### src/rtl/uart_tx_fifo.sv
// uart_tx_fifo: byte FIFO plus launch sequencer in front of a UART transmitter.
// Ports: clk, rst_n | wr_data, wr_en, full, empty, level, overflow | tx_data, tx_send, tx_busy.
module uart_tx_fifo #(
  parameter int DEPTH  = 16,
  parameter int ADDR_W = 4
) (
  input  logic              clk,
  input  logic              rst_n,
  input  logic [7:0]        wr_data,
  input  logic              wr_en,
  output logic              full,
  output logic              empty,
  output logic [ADDR_W:0]   level,
  output logic              overflow,
  output logic [7:0]        tx_data,
  output logic              tx_send,
  input  logic              tx_busy
);

  typedef enum logic [1:0] {
    IDLE,
    LAUNCH,
    WAIT_BUSY,
    WAIT_DONE
  } state_t;

  localparam logic [ADDR_W:0] FULL_LVL = (ADDR_W+1)'(DEPTH);

  logic [7:0]        mem [DEPTH];
  logic [ADDR_W-1:0] wr_ptr;
  logic [ADDR_W-1:0] rd_ptr;
  logic [ADDR_W:0]   level_nxt;
  logic              push;
  logic              pop;
  state_t            state_q;
  state_t            state_d;

  // full is the previous edge's flag, so a same-edge pop never admits a write
  assign push = wr_en & ~full;
  assign pop  = (state_q == IDLE) & ~empty & ~tx_busy;

  assign level_nxt = level
                   + {{ADDR_W{1'b0}}, push}
                   - {{ADDR_W{1'b0}}, pop};

  always_ff @(posedge clk) begin
    if (push) mem[wr_ptr] <= wr_data;
  end

  always_ff @(posedge clk or negedge rst_n) begin
    if (!rst_n) begin
      wr_ptr   <= '0;
      rd_ptr   <= '0;
      level    <= '0;
      empty    <= 1'b1;
      full     <= 1'b0;
      overflow <= 1'b0;
    end else begin
      if (push) wr_ptr <= wr_ptr + ADDR_W'(1);
      if (pop)  rd_ptr <= rd_ptr + ADDR_W'(1);
      if (wr_en && full) overflow <= 1'b1;
      level <= level_nxt;
      empty <= (level_nxt == '0);
      full  <= (level_nxt == FULL_LVL);
    end
  end

  always_ff @(posedge clk or negedge rst_n) begin
    if (!rst_n) state_q <= IDLE;
    else        state_q <= state_d;
  end

  always_comb begin
    state_d = state_q;
    unique case (state_q)
      IDLE:      if (pop)     state_d = LAUNCH;
      LAUNCH:                 state_d = WAIT_BUSY;
      WAIT_BUSY: if (tx_busy) state_d = WAIT_DONE;
      WAIT_DONE: if (!tx_busy) state_d = IDLE;
      default:                state_d = IDLE;
    endcase
  end

  // send is high exactly while the FSM sits in LAUNCH
  always_ff @(posedge clk or negedge rst_n) begin
    if (!rst_n) begin
      tx_data <= 8'h00;
      tx_send <= 1'b0;
    end else begin
      tx_send <= (state_d == LAUNCH);
      if (pop) tx_data <= mem[rd_ptr];
    end
  end

endmodule

### config.mk
export PLATFORM = sky130hd
export DESIGN_NAME = uart_tx_fifo
export DESIGN_NICKNAME = d
export VERILOG_FILES = /design/src/rtl/uart_tx_fifo.sv
export SDC_FILE = /design/constraint.sdc
export NUM_CORES = 1
export LEC_CHECK = 0
export CAP_MARGIN = 15
export CORE_UTILIZATION = 60
export DETAILED_ROUTE_END_ITERATION = 12
export HOLD_SLACK_MARGIN = 0.1
export PLACE_DENSITY = 0.75
export SETUP_SLACK_MARGIN = 0.4
export SYNTH_ARGS = -nofsm -noshare
export SYNTH_HDL_FRONTEND = slang
export SYNTH_SLANG_ARGS = --single-unit
### constraint.sdc
create_clock -name clk -period 6.05 [get_ports clk]
set_input_delay 1.815 -clock clk [delete_from_list [all_inputs] [get_ports clk]]
set_output_delay 1.815 -clock clk [all_outputs]
set_load 0.01 [all_outputs]
==> flow_summary.toml <==
[timing]
hold_viol = 0
min_period_ns = 4.55
maxSlewViolCount = 0
fmax_mhz = 220
hold_slack_ns = 0.462
worst_slew_pin_slew_ns = 1.00
layout_worst_path_cycle_share_pct = 75.2
clock_skew_ns = 0.00569
slew_headroom_pct = 33.0
setup-tns-final_ns = 0
rsz0062_at_grt = "no"
finalSetupViolations = 0

[grt]
gr-total-overflow = 0
first_global_vias = 3123
antenna_found_initial = 0
grt_max_degree = 38
grt_pass1_wl_mm = 18.1
grtUsageTotal_pct = 23.6

[synthesis]
synth_edf_count = 128
yosysSeqAreaShare_pct = 72.4
synthArstFlopShare_pct = 17.4
syn_area_um2 = 6240
syn_avg_cell_area_um2 = 18.6
netlist_instances = 335
ys_warn_count = 0
ys_seq_elements = 155
ys_types = 42
ys_top_cells_by_area = "edfxtp_1 62%, dfrtp_1 10%, mux4_2 6.9%"
netlist.area_leader.share_pct = 61.6
synth_area_leader_cell = "edfxtp_1"
ys_dominant_reg_cell = "edfxtp_1"
synth_nets = 358

[final_layout]
multi_input_area_um2 = 1560
seq_area_um2 = 4520
diodes = 0
drive_gt1_share_pct = 15.5
nets = 397
syn_to_final_growth_pct = 15.8
fillers = 603

[placed_design]
io_buffers = 28
place_hpwl_mm = 7.21
gp_congestion = 0.801

[floorplanning]
die-height_um = 104
fp.coreArea_um2 = 9910
io_pins = 29
die_x_um = 104
start_util_pct = 63.0
rows = 36
die-area_um2 = 10800

[critical_path]
cp_top_family = "simple AND/OR/NAND/NOR gates"
path_depth = 12
path_cells = "clkdlybuf4s50_1 -> or4_1 -> inv_2 -> ha_1 -> inv_1 -> ha_1 -> inv_1 -> fa_1 -> nor2b_1 -> o21ai_0 -> and3_1 -> nor4_1"
start_kind = "input pin"
slowest_delay_ns = 0.72
r2r_cells = 11
critPathCaptureType = "register"
critPathMaxFanout = 15
crit_buf_inv = 4
cp-endpoint = "full"
timing.rr.start = "state_q[1]"
slowest_stage = "or4_1"
crit_arrival_ns = 4.97
reg2reg_to = "full"
critPathKind = "input pin to register"
crit_start = "tx_busy"
worstPathRequired_ns = 6.47
r2r_slack_ns = 2.70

[clock_tree]
cts_tree = "built"
cts.sinks = 155
clkSlewWorstSetupHoldPaths_ns = 0.06
htree_levels = 4
root_buffer = "clkbuf_8"
insertion_delay_ns = 0.53
postCtsSetupRepairBufs = 0
cts_resized = 0
cts_hold_buf = 0
numCtsBuffers = 17
clockBufferDepth = 2

[status]
outcome = "complete, no violations"

[min_path]
worstHoldStart = "overflow"
worst_hold_path_type = "register to register"

[power]
powerDensity_nw_per_um2 = 482
power_leakage_nw = 2.57
ir_worst_vdd_mv = 0.278

[route]
drt.antenna.violating_nets = 0
drt-pass1-iter-count = 6
viasPerCell = 5.97
first_iter_violations = 195
vias = 3102
routed_wl_mm = 11.8
wire_per_inst_um = 22.6
route.detailed.drc = 0

[flow_run]
maxCapViolations = 0
metrics by stage:
step / instances / setup WS [ns] / util, % / power, mW / area (µm²)
after global routing: 520 / 1.31 / 73.0 / 3.64 / 7230
final: 520 / 1.50 / 73.0 / 3.49 / 7230
after detailed placement: 488 / 0.963 / 67.0 / 2.45 / 6640
after global placement: 488 / 1.13 / 67.0 / 2.40 / 6640
after floorplan: 335 / 1.96 / - / 2.15 / 6240
after CTS: 520 / 1.55 / 73.0 / 3.50 / 7230
synth_stat cells (4+ instances only):
library cell / number
inv_1: 12
ha_1: 10
nand2_1: 19
xnor2_1: 8
mux4_1: 10
clkbuf_1: 4
nor3_1: 4
nor2_1: 21
mux4_2: 19
edfxtp_1: 128
mux2i_1: 20
o221ai_1: 4
dfrtp_1: 26
layer usage:
| layer | track usage (%) | wire, µm |
|---|---|---|
| met1 | 31.8 | 4960 |
| met5 | 0 | 0 |
| met3 | 5.33 | 671 |
| met2 | 37.5 | 5940 |
| met4 | 10.2 | 198 |
worst min path at each step:
stage / to / cells past startpoint / slack, ns
4_1_cts: overflow / 1 / 0.46
3_3_place_gp: overflow / 1 / 0.44
6_report: overflow / 1 / 0.46
2_1_floorplan: state_q[1] / 1 / 0.45
3_5_place_dp: overflow / 1 / 0.45
5_1_grt: overflow / 1 / 0.49
sequential cells by signal (all words and copies together) (netlist names):
signal and count:
level 5, state_q 2, overflow 1, empty 1
tx_send 1, mem 128, wr_ptr 4, tx_data 8
rd_ptr 4, full 1
where the power goes:
part / switching, mW / internal, mW
logic: 0.524 / 0.471
registers: 0.0921 / 1.34
clock network: 0.397 / 0.665
total: 1.01 / 2.47
layout by cell type, fill, tap and decap left out, types with 4 or more instances in the layout:
| master | instances |
|---|---|
| mux4_1 | 10 |
| clkdlybuf4s50_1 | 28 |
| edfxtp_1 | 128 |
| dfrtp_1 | 25 |
| xnor2_1 | 8 |
| nor3_1 | 4 |
| mux4_2 | 19 |
| nor2_1 | 21 |
| ha_1 | 10 |
| inv_1 | 12 |
| buf_4 | 8 |
| mux2i_1 | 20 |
| o221ai_1 | 4 |
| clkbuf_16 | 16 |
| nand2_1 | 19 |
| bufinv_16 | 4 |
layout make-up:
class,count,area share [%]
Inverter,13,0.675
Tap cell,133,2.30
Clock inverter,13,2.40
Timing Repair Buffer,36,4.71
Clock buffer,19,5.83
Sequential cell,155,62.5
Multi-Input combinational cell,151,21.6
kinds of logic (layout without fill, tap and decap cells):
family          count (synthesis)  after routing  synth area share, %
flops                         155            155                 72.4
simple gates                   64             64                 5.01
compound gates                 18             18                 2.10
fa+ha+maj                      11             11                 2.32
buf+inv                        29             81                 2.62
mux                            49             49                 14.3
xor+xnor                        9              9                 1.26
Power figures use the tool's default switching activity.
